$ cat config.mk
export PLATFORM = sky130hd
export DESIGN_NAME = reorder_frame_ctrl
export DESIGN_NICKNAME = d
export VERILOG_FILES = /design/src/rtl/reorder_frame_ctrl.sv
export SDC_FILE = /design/constraint.sdc
export NUM_CORES = 1
export LEC_CHECK = 0
export CAP_MARGIN = 20
export CORE_ASPECT_RATIO = 1.75
export CORE_MARGIN = 8
export CORE_UTILIZATION = 54
export DETAILED_ROUTE_END_ITERATION = 7
export GPL_TIMING_DRIVEN = 0
export PLACE_DENSITY = 0.83
export SKIP_LAST_GASP = 1
export SLEW_MARGIN = 20
export SYNTH_ARGS = -nofsm -noshare
export SYNTH_HDL_FRONTEND = slang
export SYNTH_SLANG_ARGS = --single-unit
$ cat constraint.sdc
create_clock -name clk -period 2.3 [get_ports clk]
set_clock_uncertainty 0.15 [all_clocks]
set_input_delay 0.46 -clock clk [delete_from_list [all_inputs] [get_ports clk]]
set_output_delay 0.46 -clock clk [all_outputs]
set_load 0.1 [all_outputs]
$ cat src/rtl/reorder_frame_ctrl.sv
// Ping-pong frame controller for the bit-reversal reorder buffer (two 512-point shift-register banks).
// Latency: shift_en/beat_idx one cycle after beat accept; frame valid two cycles after its last beat.
// Backpressure: in_ready drops while the write bank is FULL/READY; beats offered then are dropped and flagged.
//
// Ports:
//   clk, rstn          clock (rising edge) and asynchronous active-low reset
//   in_valid/in_ready  upstream beat strobe / write bank can take a beat
//   shift_en, beat_idx one-hot bank shift enable and beat index, one-cycle pulse per accepted beat
//   out_valid/out_ready read bank holds a complete frame / downstream consumes it
//   rd_bank            bank steering the bit-reversal output mux
//   flush, clr_err     synchronous abort of all frames / clear of sticky overflow
//   overflow, frame_cnt sticky drop flag / count of delivered frames (wraps)

module reorder_frame_ctrl #(
    parameter int BEATS  = 16,
    parameter int FCNT_W = 16,
    localparam int IDX_W = $clog2(BEATS)
) (
    input  logic              clk,
    input  logic              rstn,
    input  logic              in_valid,
    output logic              in_ready,
    output logic [1:0]        shift_en,
    output logic [IDX_W-1:0]  beat_idx,
    output logic              out_valid,
    input  logic              out_ready,
    output logic              rd_bank,
    input  logic              flush,
    input  logic              clr_err,
    output logic              overflow,
    output logic [FCNT_W-1:0] frame_cnt
);

    // Per-bank lifecycle. FULL lasts exactly one cycle so the final shift
    // (registered one cycle after the last accept) has landed in the bank
    // before the frame is advertised as READY.
    typedef enum logic [1:0] {
        B_EMPTY   = 2'd0,
        B_FILLING = 2'd1,
        B_FULL    = 2'd2,
        B_READY   = 2'd3
    } bank_st_t;

    bank_st_t         bank_st [0:1];
    logic             wr_bank;
    logic [IDX_W-1:0] cnt;

    logic wr_open;
    logic accept;
    logic last_beat;
    logic release_frame;

    // Write-side and read-side decode from registered bank state.
    // in_ready is gated with rstn so it reads 0 for the whole reset window.
    always_comb begin
        wr_open       = (bank_st[wr_bank] == B_EMPTY) || (bank_st[wr_bank] == B_FILLING);
        in_ready      = rstn & wr_open & ~flush;
        accept        = in_valid & in_ready;
        last_beat     = (cnt == IDX_W'(BEATS - 1));
        out_valid     = (bank_st[rd_bank] == B_READY);
        release_frame = out_valid & out_ready & ~flush;
    end

    always_ff @(posedge clk or negedge rstn) begin
        if (!rstn) begin
            bank_st[0] <= B_EMPTY;
            bank_st[1] <= B_EMPTY;
            wr_bank    <= 1'b0;
            rd_bank    <= 1'b0;
            cnt        <= '0;
            shift_en   <= 2'b00;
            beat_idx   <= '0;
            overflow   <= 1'b0;
            frame_cnt  <= '0;
        end else if (flush) begin
            // Abort everything in flight, including a shift for a beat that
            // would otherwise have been accepted this cycle. frame_cnt and
            // overflow survive; beats offered during flush are not flagged.
            bank_st[0] <= B_EMPTY;
            bank_st[1] <= B_EMPTY;
            wr_bank    <= 1'b0;
            rd_bank    <= 1'b0;
            cnt        <= '0;
            shift_en   <= 2'b00;
            beat_idx   <= '0;
            if (clr_err) begin
                overflow <= 1'b0;
            end
        end else begin
            // One-cycle shift pulse towards the bank that took the beat.
            shift_en <= accept ? (wr_bank ? 2'b10 : 2'b01) : 2'b00;
            if (accept) begin
                beat_idx <= cnt;
            end

            // FULL banks become READY one cycle after the last beat's shift.
            for (int b = 0; b < 2; b++) begin
                if (bank_st[b] == B_FULL) begin
                    bank_st[b] <= B_READY;
                end
            end

            // Release and fill always touch different banks: the read bank
            // is READY while the write bank is EMPTY/FILLING, so both
            // updates can land in the same cycle without conflict.
            if (release_frame) begin
                bank_st[rd_bank] <= B_EMPTY;
                rd_bank          <= ~rd_bank;
                frame_cnt        <= frame_cnt + FCNT_W'(1);
            end

            if (accept) begin
                if (last_beat) begin
                    bank_st[wr_bank] <= B_FULL;
                    wr_bank          <= ~wr_bank;
                    cnt              <= '0;
                end else begin
                    bank_st[wr_bank] <= B_FILLING;
                    cnt              <= cnt + IDX_W'(1);
                end
            end

            // Setting wins over a simultaneous clear so no drop goes unseen.
            if (in_valid && !in_ready) begin
                overflow <= 1'b1;
            end else if (clr_err) begin
                overflow <= 1'b0;
            end
        end
    end

endmodule

[Word level (Yosys, flattened, before mapping)]
Index checks and enable logic that the tools add are counted.
Operators by class
  eq/ne operators: 5
  $add $sub $neg: 2
  reduce and logical (&&, ||, !) cells: 11
  order comparisons: 4
  bitwise operators: 18
  multiplexer cells: 35
Operator list (count)
  $mux W4: 10
  $mux W2: 15
  $add A16 B1 Y16 const B: 1
  $mux W1: 8
  $eq A2 B2 Y1 const B: 3
  $reduce_bool A2 Y1: 3
  $and A1 B1 Y1: 5
  $add A4 B1 Y4 const B: 1
  $and A2 B2 Y2: 2
  $and A4 B4 Y4: 1
  $demux W2 S1: 2
  $eq A4 B4 Y1 const B: 1
  $ge A2 B2 Y1 const B: 2
  $lt A2 B1 Y1 const B: 2
  $not A1 Y2: 2
  $not A2 Y2: 2
  $not A4 Y4: 1
  $or A2 B2 Y2: 2
  $reduce_and A2 Y1: 2
  $logic_and A1 B1 Y1: 3
  $not A1 Y1: 3
  $eq A2 B1 Y1 const B: 1
  $logic_not A2 Y1: 1
  $logic_not A1 Y1: 1
  $logic_or A1 B1 Y1: 1
Word-level totals
  input bits: 6
  output and inout bits: 26
  bits in registers: 33

[Logic depth before layout (Yosys ltp)]
Gate-level depths: netlist of the first run.
  depth after elaboration: 13
  mapped depth: 5
  mapped depth without buffers: 5

[Least setup slack after synthesis of the first run]
Ideal clock, no wire load.
  path type: reg2reg
  start point: reg rd_bank
  end point: reg frame_cnt[1]
  slack: -0.497 ns
  library setup time: 0.126 ns
  data required time: 2.024 ns
  stages on the path, launching flop included: 5
  arrival time: 2.522 ns
  clock period less this slack: 2.797 ns
  path through: dfrtp_1 -> nand3b_1 -> nand2_1 -> and3b_1 -> mux2_2
On the way
  cells in the longest elaborated chain, start to end: 8
RTL lines
  from (decl): RTL line 27  | output logic rd_bank,
  from (signal assigned): RTL line 108  | rd_bank <= ~rd_bank;
  $not A1 Y2 (implied by the code): RTL line 60  | out_valid = (bank_st[rd_bank] == B_READY);
  $mux W2 (implied by the code) (3 in a row): RTL line 60
  $eq A2 B2 Y1: RTL line 60
  net out_valid: RTL line 25  | output logic out_valid,
  $and A1 B1 Y1 (2 in a row): RTL line 61  | release_frame = out_valid & out_ready & ~flush;
  $reduce_and A2 Y1 (no line)
  to (signal assigned): RTL line 109  | frame_cnt <= frame_cnt + FCNT_W'(1);
  to (decl): RTL line 31  | output logic [FCNT_W-1:0] frame_cnt
The timed path passes the listed nets, and every way through them passes these cells. The select of a mux whose other input is x is not followed.
A chain may end at the register's enable or synchronous reset.

[Worst setup path after layout of the first run]
  start point: reg frame_cnt[2]
  end point: out frame_cnt[2]
No word-level cell between the ends.

==> metrics.csv, run 1 <==
metric,value,unit
synth_area,0.00158,mm^2
fin_nets,193,
p_sw,283,uW
yosysTopAreaCellShare,52.3,%
drcViolationCount,0,
rsz0062_at_grt,true,
grt_max_degree,26,
status,"finished, final reports clean",
die_h,87.5,um
place_ws,-727,ps
powerDensity,639,mW/mm^2
slew_headroom,34.7,%
grt_pass1_wl,6370,um
worst-path-buf-inv,1,
clk_pin_slew,70,ps
arrival,1630,ps
critPathTopFamily,buffers and inverters,
synth_most_common_cell,dfrtp_1,
cts.path.max_buffers,2,
hold_class,in -> async,
cellInternalPower,1.05,mW
ios,32,
required,1690,ps
grt_overflow_total,0,
placementRows,26,
slew_violations,0,
layoutNonFillerInstCount,214,
synthFlopType,dfrtp_1,
netlist_instances,144,
antenna_found_initial,0,
clock.fmax,0.446,GHz
cp_slowest_cell,clkdlybuf4s15_1,
finalCritPeriodShare,97.4,%
track_usage,16.1,%
critPathMaxStageDelay,870,ps
cap_violations,0,
holdWs,60.6,ps
vias_per_cell,5.94,
ant_nets,0,
synthArstFlopShare,100,%
root_buffer,clkbuf_8,
firstDrtPassIters,4,
yosys.area.top_type,dfrtp_1,
crit_start,frame_cnt[2],
cts_tree,done,
dr_total_vias,1271,
synth_area_leaders,"dfrtp_1, xnor2_1, xor2_1",
worst_skew_pair.late_latency,290,ps
grt_pass1_vias,1361,
cp-end-kind,output port,
ys_ff_latch,33,
synth_cell_types,34,
routed_wl,3790,um
p_leak,1.11,nW
post_drt_wl_per_cell,17.7,um
synth_edf_count,0,
cp_max_fo,6,
cts.htree.levels,2,
diodes,0,
yosysWarningCount,0,
io_buffers,31,
area_growth,31.7,%
min_period,2240,ps
hold_violations,0,
drtIter0Drc,34,
critPathKind,reg -> out,
finalWeightedCongestion,0.849,
core_area,0.00286,mm^2
cts_setup_buffers,0,
ir_worst_vdd,0.611,mV
cts_sinks,33,
start_kind,flop,
yosysSeqAreaShare,52.3,%
p_clk_share,48.8,%
r2r-start,rd_bank,
syn_avg_cell_area,11.0,um^2
die_area,0.00498,mm^2
tightestPinTransition,984,ps
switching_share,21.3,%
layout_setup_ws,58.9,ps
start_util,55.1,%
die_x,56.9,um
ys_top_cells_by_count,"dfrtp_1, nand2_1, nand3_1, nor2_1",
p_seq_share,44.5,%
dp.cells,204,
cts_buffers,5,
drive_above_1_share,15.1,%
finalSetupViolCount,0,
combPwrFrac,6.7,%
hpwl,2680,um
worstPathCellList,clkdlybuf4s15_1,
syn_nets,152,
## worst paths after layout
path,slack (ps),cells past startpoint,end
worst max-delay path,60,1,frame_cnt[2]
worst min register to register,310,1,frame_cnt[15]
worst max register to register,460,4,frame_cnt[13]
min in group clk,310,1,frame_cnt[15]
worst min-delay path,60,3,cnt[3]
max in group asynchronous,1230,2,frame_cnt[6]
## through the flow
| step | setup TNS (ps) | util (%) | cell area [um^2] | total power, mW |
|---|---|---|---|---|
| global route | -1.71 | 72.6 | 2080 | 1.37 |
| finish | 0 | 72.6 | 2080 | 1.33 |
| floorplan | 0 | - | 1580 | 0.649 |
| CTS | -189 | 72.6 | 2080 | 1.34 |
| detailed placement | -1180 | 67.8 | 1940 | 0.690 |
| global placement | -16560 | 67.3 | 1930 | 0.683 |
## logic make-up (layout without fill, tap and decap cells)
group | count (synthesis) | in the layout | synth area share (%)
XOR/XNOR | 16 | 16 | 8.88
AND/OR/NAND/NOR | 68 | 68 | 26.3
adder cells (fa/ha/maj) | 2 | 2 | 1.59
AO/OA/AOI/OAI | 15 | 15 | 6.26
flip-flops | 33 | 33 | 52.3
multiplexers | 4 | 4 | 3.01
buffers and inverters | 6 | 48 | 1.59
## power by group through the flow
stage                     sequential, mW  combinational [mW]  clock, mW
after global routing               0.592              0.0976      0.679
final                              0.591              0.0895      0.648
after detailed placement           0.603              0.0869          0
after global placement             0.602              0.0815          0
after CTS                          0.591              0.0909      0.653
after floorplan                    0.622              0.0270          0
## timing repair
| item | in CTS | in global routing |
|---|---|---|
| gates cloned | 0 | 0 |
| hold endpoints to repair | 8 | 0 |
| gates resized for setup | 30 | 7 |
| hold buffers | 2 | 0 |
| endpoints found under the setup margin | 26 | 3 |
## layout make-up
type / count / area [um^2]
buffer: 3 / 13.8
clock buffer: 5 / 68.8
clock inverter: 3 / 65.1
fill: 219 / 785
inverter: 3 / 11.3
multi-input combinational: 105 / 738
sequential: 33 / 827
tap: 28 / 35.0
timing repair buffer: 34 / 319
## sequential cells by signal, indices dropped and copies added (netlist names)
signal     cells
beat_idx       4
wr_bank        1
shift_en       2
overflow       1
cnt            4
frame_cnt     16
bank_st        4
rd_bank        1
## routing by layer
layer | global-route usage [%] | vias up | share of wire [%]
met2 | 28.0 | 45 | 54
met4 | 9.44 | 0 | 2.0
met3 | 4.68 | 10 | 5.3
li1 | - | 588 | -
met1 | 16.6 | 628 | 39
met5 | 0 | - | 0
## cells in the final DEF, fill, tap and decap left out, drive strengths merged
cell / n
clkdlybuf4s15: 1
dlygate4sd3: 1
nand4: 4
xor2: 8
a21oi: 4
a22oi: 2
nand4b: 2
bufinv: 2
a21o: 2
nor3: 4
and2: 1
o21ai: 5
nor3b: 1
clkbuf: 7
nand3: 11
xnor2: 8
nor2: 9
clkdlybuf4s50: 4
mux2: 3
dlygate4sd2: 23
nor4: 2
a22o: 1
and3b: 3
ha: 2
o31ai: 1
and3: 3
mux2i: 1
inv: 3
buf: 6
nand3b: 8
nor2b: 1
clkinv: 1
or3: 1
nand2: 17
dfrtp: 33
and4: 1
Note: power is estimated with default switching activity, not from simulation.
==> inputs of run 2 (changes only) <==
- ABC_CLOCK_PERIOD_IN_PS: unset -> 2300
- PLACE_DENSITY: 0.83 -> 0.85
- RECOVER_POWER: unset -> 25
==> run 2 against run 1 <==
  * Hold slack better by 260 ps
  * Sequential cell count is the same
  * Final area shrank 4.1%
  * Sequential share of layout area up 1.7 points
  * Worst setup slack worse by 19 ps
  * Via count is 0.87% lower
  * Critical path type unchanged
  * Critical endpoint is now in_ready
  * Largest cell class unchanged
  * Highest routed layer unchanged
==> metrics.csv, run 2 (synthesis results as in run 1) <==
metric,value,unit
wl_met2,1980,um
routed_wl,3680,um
start_util,55.1,%
diodes,0,
die_x,56.9,um
finalWeightedCongestion,0.875,
r2r-start,rd_bank,
p_leak,1.07,nW
finalSetupViolCount,0,
power,1.11,mW
antenna_found_initial,0,
ant_nets,0,
multiInputGateArea,729,um^2
worst_skew_pair.late_latency,280,ps
cap_violations,0,
die_area,0.00498,mm^2
dr_total_vias,1260,
cts_buffers,5,
required,1690,ps
drcViolationCount,0,
cts.htree.levels,2,
slew_violations,0,
grt_overflow_total,0,
seqCellArea,827,um^2
powerDensity,555,mW/mm^2
reg2regPathDepth,4,
cp_max_fo,6,
wl_met3,282,um
vias_per_cell,5.92,
ir_worst_vdd,0.595,mV
grt_pass1_wl,6410,um
highest_layer,met4,
min_period,2260,ps
clock.fmax,0.443,GHz
drtIter0Drc,30,
final_core_util,69.6,%
regMostFlops,frame_cnt,
start_kind,flop,
nFillCells,234,
area_growth,26.3,%
cts_sinks,33,
ios,32,
placementRows,26,
worstReg2RegEnd,frame_cnt[11],
post_drt_wl_per_cell,17.3,um
critPathKind,reg -> out,
finalCritPeriodShare,98.3,%
largest_register_ffs,16,
status,"finished, final reports clean",
cp-end-kind,output port,
m1WireLength,1330,um
drive_above_1_share,12.4,%
fin_nets,193,
cts.path.max_buffers,2,
grt_pass1_vias,1399,
track_usage,16.0,%
endpoint,in_ready,
slew_headroom,17.3,%
final_cell_mix,"dfrtp_1, dlygate4sd2_1, nand2_1",
arrival,1650,ps
core_area,0.00286,mm^2
rrSetupSlack,460,ps
grt_max_degree,24,
cts_tree,done,
hpwl,2710,um
firstDrtPassIters,4,
die_h,87.5,um
hold_class,reg -> reg,
io_buffers,31,
crit_start,wr_bank,
rsz0062_at_grt,false,
final_common_cell,dfrtp_1,
tightestPinTransition,1240,ps
root_buffer,clkbuf_8,
clk_pin_slew,60,ps
hold_violations,0,
-- run 2: cell type report --
class | count | share of cell area [%]
Clock buffer | 7 | 4.33
Inverter | 3 | 0.565
Tap cell | 28 | 1.76
Multi-Input combinational cell | 105 | 36.6
Buffer | 3 | 0.691
Sequential cell | 33 | 41.5
Timing Repair Buffer | 34 | 14.6
-- run 2: metal layers --
layer | track usage [%] | vias up
met5 | 0 | -
met4 | 9.23 | 0
met3 | 5.99 | 9
met2 | 27.4 | 49
met1 | 16.1 | 620
li1 | - | 582
-- run 2: worst min path at each step --
stage             startpoint            end  slack, ps  cells after the start
2_1_floorplan           rstn     bank_st[0]         10                      0
3_5_place_dp            rstn   frame_cnt[3]        210                      1
5_1_grt        frame_cnt[15]  frame_cnt[15]        350                      1
4_1_cts        frame_cnt[15]  frame_cnt[15]        330                      1
3_3_place_gp   frame_cnt[15]  frame_cnt[15]        320                      1
6_report       frame_cnt[15]  frame_cnt[15]        320                      1
-- run 2: worst max-delay path, cell delays in order (launching register included) --
cell and delay (ps):
dfrtp_1 440, mux2i_2 390, and3b_2 230, clkbuf_4 320
-- run 2: metrics by stage --
stage	cell area, um^2	setup slack [ps]	TNS (ps)	cells	hold slack (ps)
after floorplan	1580	4.16	0	144	14.4
after global placement	1930	-1830	-16550	203	317
after detailed placement	1950	-706	-1140	204	213
after CTS	2030	-176	-176	213	328
after global routing	1990	4.90	0	213	353
final	1990	40.1	0	213	323
-- run 2: report_power, final --
group          switching [mW]  internal, mW  total, mW
logic                  0.0592        0.0235     0.0826
clock network           0.195         0.237      0.432
registers             0.00506         0.586      0.591
total                   0.259         0.847       1.11
-- run 2: timing repair --
action / in CTS / in global routing
endpoints found under the setup margin: 26 / 2
hold buffers: 2 / 0
resized for setup: 30 / 5
buffers inserted: 0 / 0
hold endpoints to repair: 10 / 0
==> inputs of run 3 (changes only) <==
- PLACE_DENSITY: 0.85 -> 0.89
==> run 3 against run 2 <==
  * Total power rose by 12%
  * Worst setup slack gained 5.7 ps
  * Critical path depth is the same
  * Register-to-register slack got worse by 60 ps
  * First-iteration DRC count grew 10%
  * Via count unchanged
  * Sequential power about the same
  * Final area rose by 2.7%
  * Clock power rose by 31%
  * Global-route usage is 0.099 points higher
  * Combinational power rose by 5.0%
  * Largest cell class unchanged
  * Highest routed layer unchanged
==> metrics.csv, run 3 (synthesis results as in run 1) <==
metric,value,unit
root_buffer,clkbuf_8,
layout_setup_ws,45.8,ps
cap_violations,0,
io_buffers,31,
slew_headroom,5.54,%
placementRows,26,
finalCritPeriodShare,98.0,%
die_h,87.5,um
hold_class,reg -> reg,
required,1690,ps
power,1.24,mW
post_drt_wl_per_cell,17.9,um
start_kind,flop,
grt_pass1_vias,1367,
ios,32,
die_x,56.9,um
core_area,0.00286,mm^2
tightestPinTransition,1420,ps
holdWs,318,ps
wl_met3,230,um
slew_violations,0,
worst_skew_pair.late_latency,290,ps
fin_nets,192,
grt_overflow_total,0,
final_cell_mix,"dfrtp_1, dlygate4sd2_1, nand2_1",
final_common_cell,dfrtp_1,
routed_wl,3810,um
crit_start,rd_bank,
finalSetupViolCount,0,
dr_total_vias,1260,
wl_met2,2060,um
ir_worst_vdd,0.457,mV
die_area,0.00498,mm^2
place_ws,-733,ps
layoutNonFillerInstCount,213,
largest_register_ffs,16,
finalWeightedCongestion,0.921,
antenna_found_initial,0,
track_usage,16.1,%
cp_max_fo,6,
m1WireLength,1400,um
status,"finished, final reports clean",
min-delay-start,frame_cnt[15],
clk_pin_slew,70,ps
p_leak,1.10,nW
ant_nets,0,
grt_pass1_wl,6340,um
grt_max_degree,34,
drcViolationCount,0,
arrival,1640,ps
hold_violations,0,
cp-end-kind,output port,
min_period,2250,ps
cts_sinks,33,
rsz0062_at_grt,false,
firstDrtPassIters,4,
diodes,0,
start_util,55.1,%
clock.fmax,0.444,GHz
regMostFlops,frame_cnt,
cts_tree,done,
powerDensity,608,mW/mm^2
hpwl,2830,um
timing.setup.tns,0,ps
r2r-start,rd_bank,
critPathKind,reg -> out,
area_growth,29.7,%
drive_above_1_share,14.1,%
dp.cells,204,
cts_buffers,5,
drtIter0Drc,33,
cts.path.max_buffers,2,
vias_per_cell,5.92,
cts.htree.levels,2,
highest_layer,met4,
[run 3: metrics by stage]
| step | utilization (%) | area (um^2) |
|---|---|---|
| 2_1_floorplan | - | 1580 |
| 3_3_place_gp | 67.3 | 1930 |
| 3_5_place_dp | 67.8 | 1940 |
| 4_1_cts | 71.6 | 2050 |
| 5_1_grt | 71.5 | 2050 |
| 6_report | 71.5 | 2050 |
[run 3: metal layers]
| layer | track usage (%) | vias up |
|---|---|---|
| li1 | - | 581 |
| met1 | 15.5 | 626 |
| met2 | 29.3 | 43 |
| met3 | 5.26 | 10 |
| met4 | 8.37 | 0 |
| met5 | 0 | - |
[run 3: cell type report]
type	count	area, um^2
Multi-Input combinational cell	105	738
Tap cell	28	35.0
Sequential cell	33	827
Clock buffer	7	86.3
Inverter	3	11.3
Fill cell	217	816
Buffer	3	13.8
Clock inverter	1	30.0
Timing Repair Buffer	33	305
[run 3: report_power, final]
part / switching (mW) / leakage (nW) / internal [mW]
sequential: 0.00533 / 0.457 / 0.586
clock: 0.212 / 0.0585 / 0.353
combinational: 0.0606 / 0.586 / 0.0261
total: 0.278 / 1.10 / 0.965
[run 3: worst paths after layout]
kind | end | slack [ps] | cells after the start
setup / recovery | out_valid | 50 | 3
hold / removal | frame_cnt[15] | 320 | 1
setup reg to reg | frame_cnt[11] | 400 | 4
hold reg to reg | frame_cnt[15] | 320 | 1
max in group asynchronous | rd_bank | 420 | 3
min in group asynchronous | beat_idx[0] | 650 | 3
[run 3: critical path: stages, from the launching register on]
cell             delay [ps]
dfrtp_2                 450
nand3b_1                240
nand2_2                 120
clkdlybuf4s18_2         540
[run 3: repair_timing]
| item | in CTS | in global routing |
|---|---|---|
| hold endpoints to repair | 33 | 0 |
| endpoints found under the setup margin | 26 | 2 |
| resized for setup | 30 | 6 |
| cloned | 0 | 0 |
| hold buffers | 1 | 0 |
| buffers inserted | 0 | 0 |
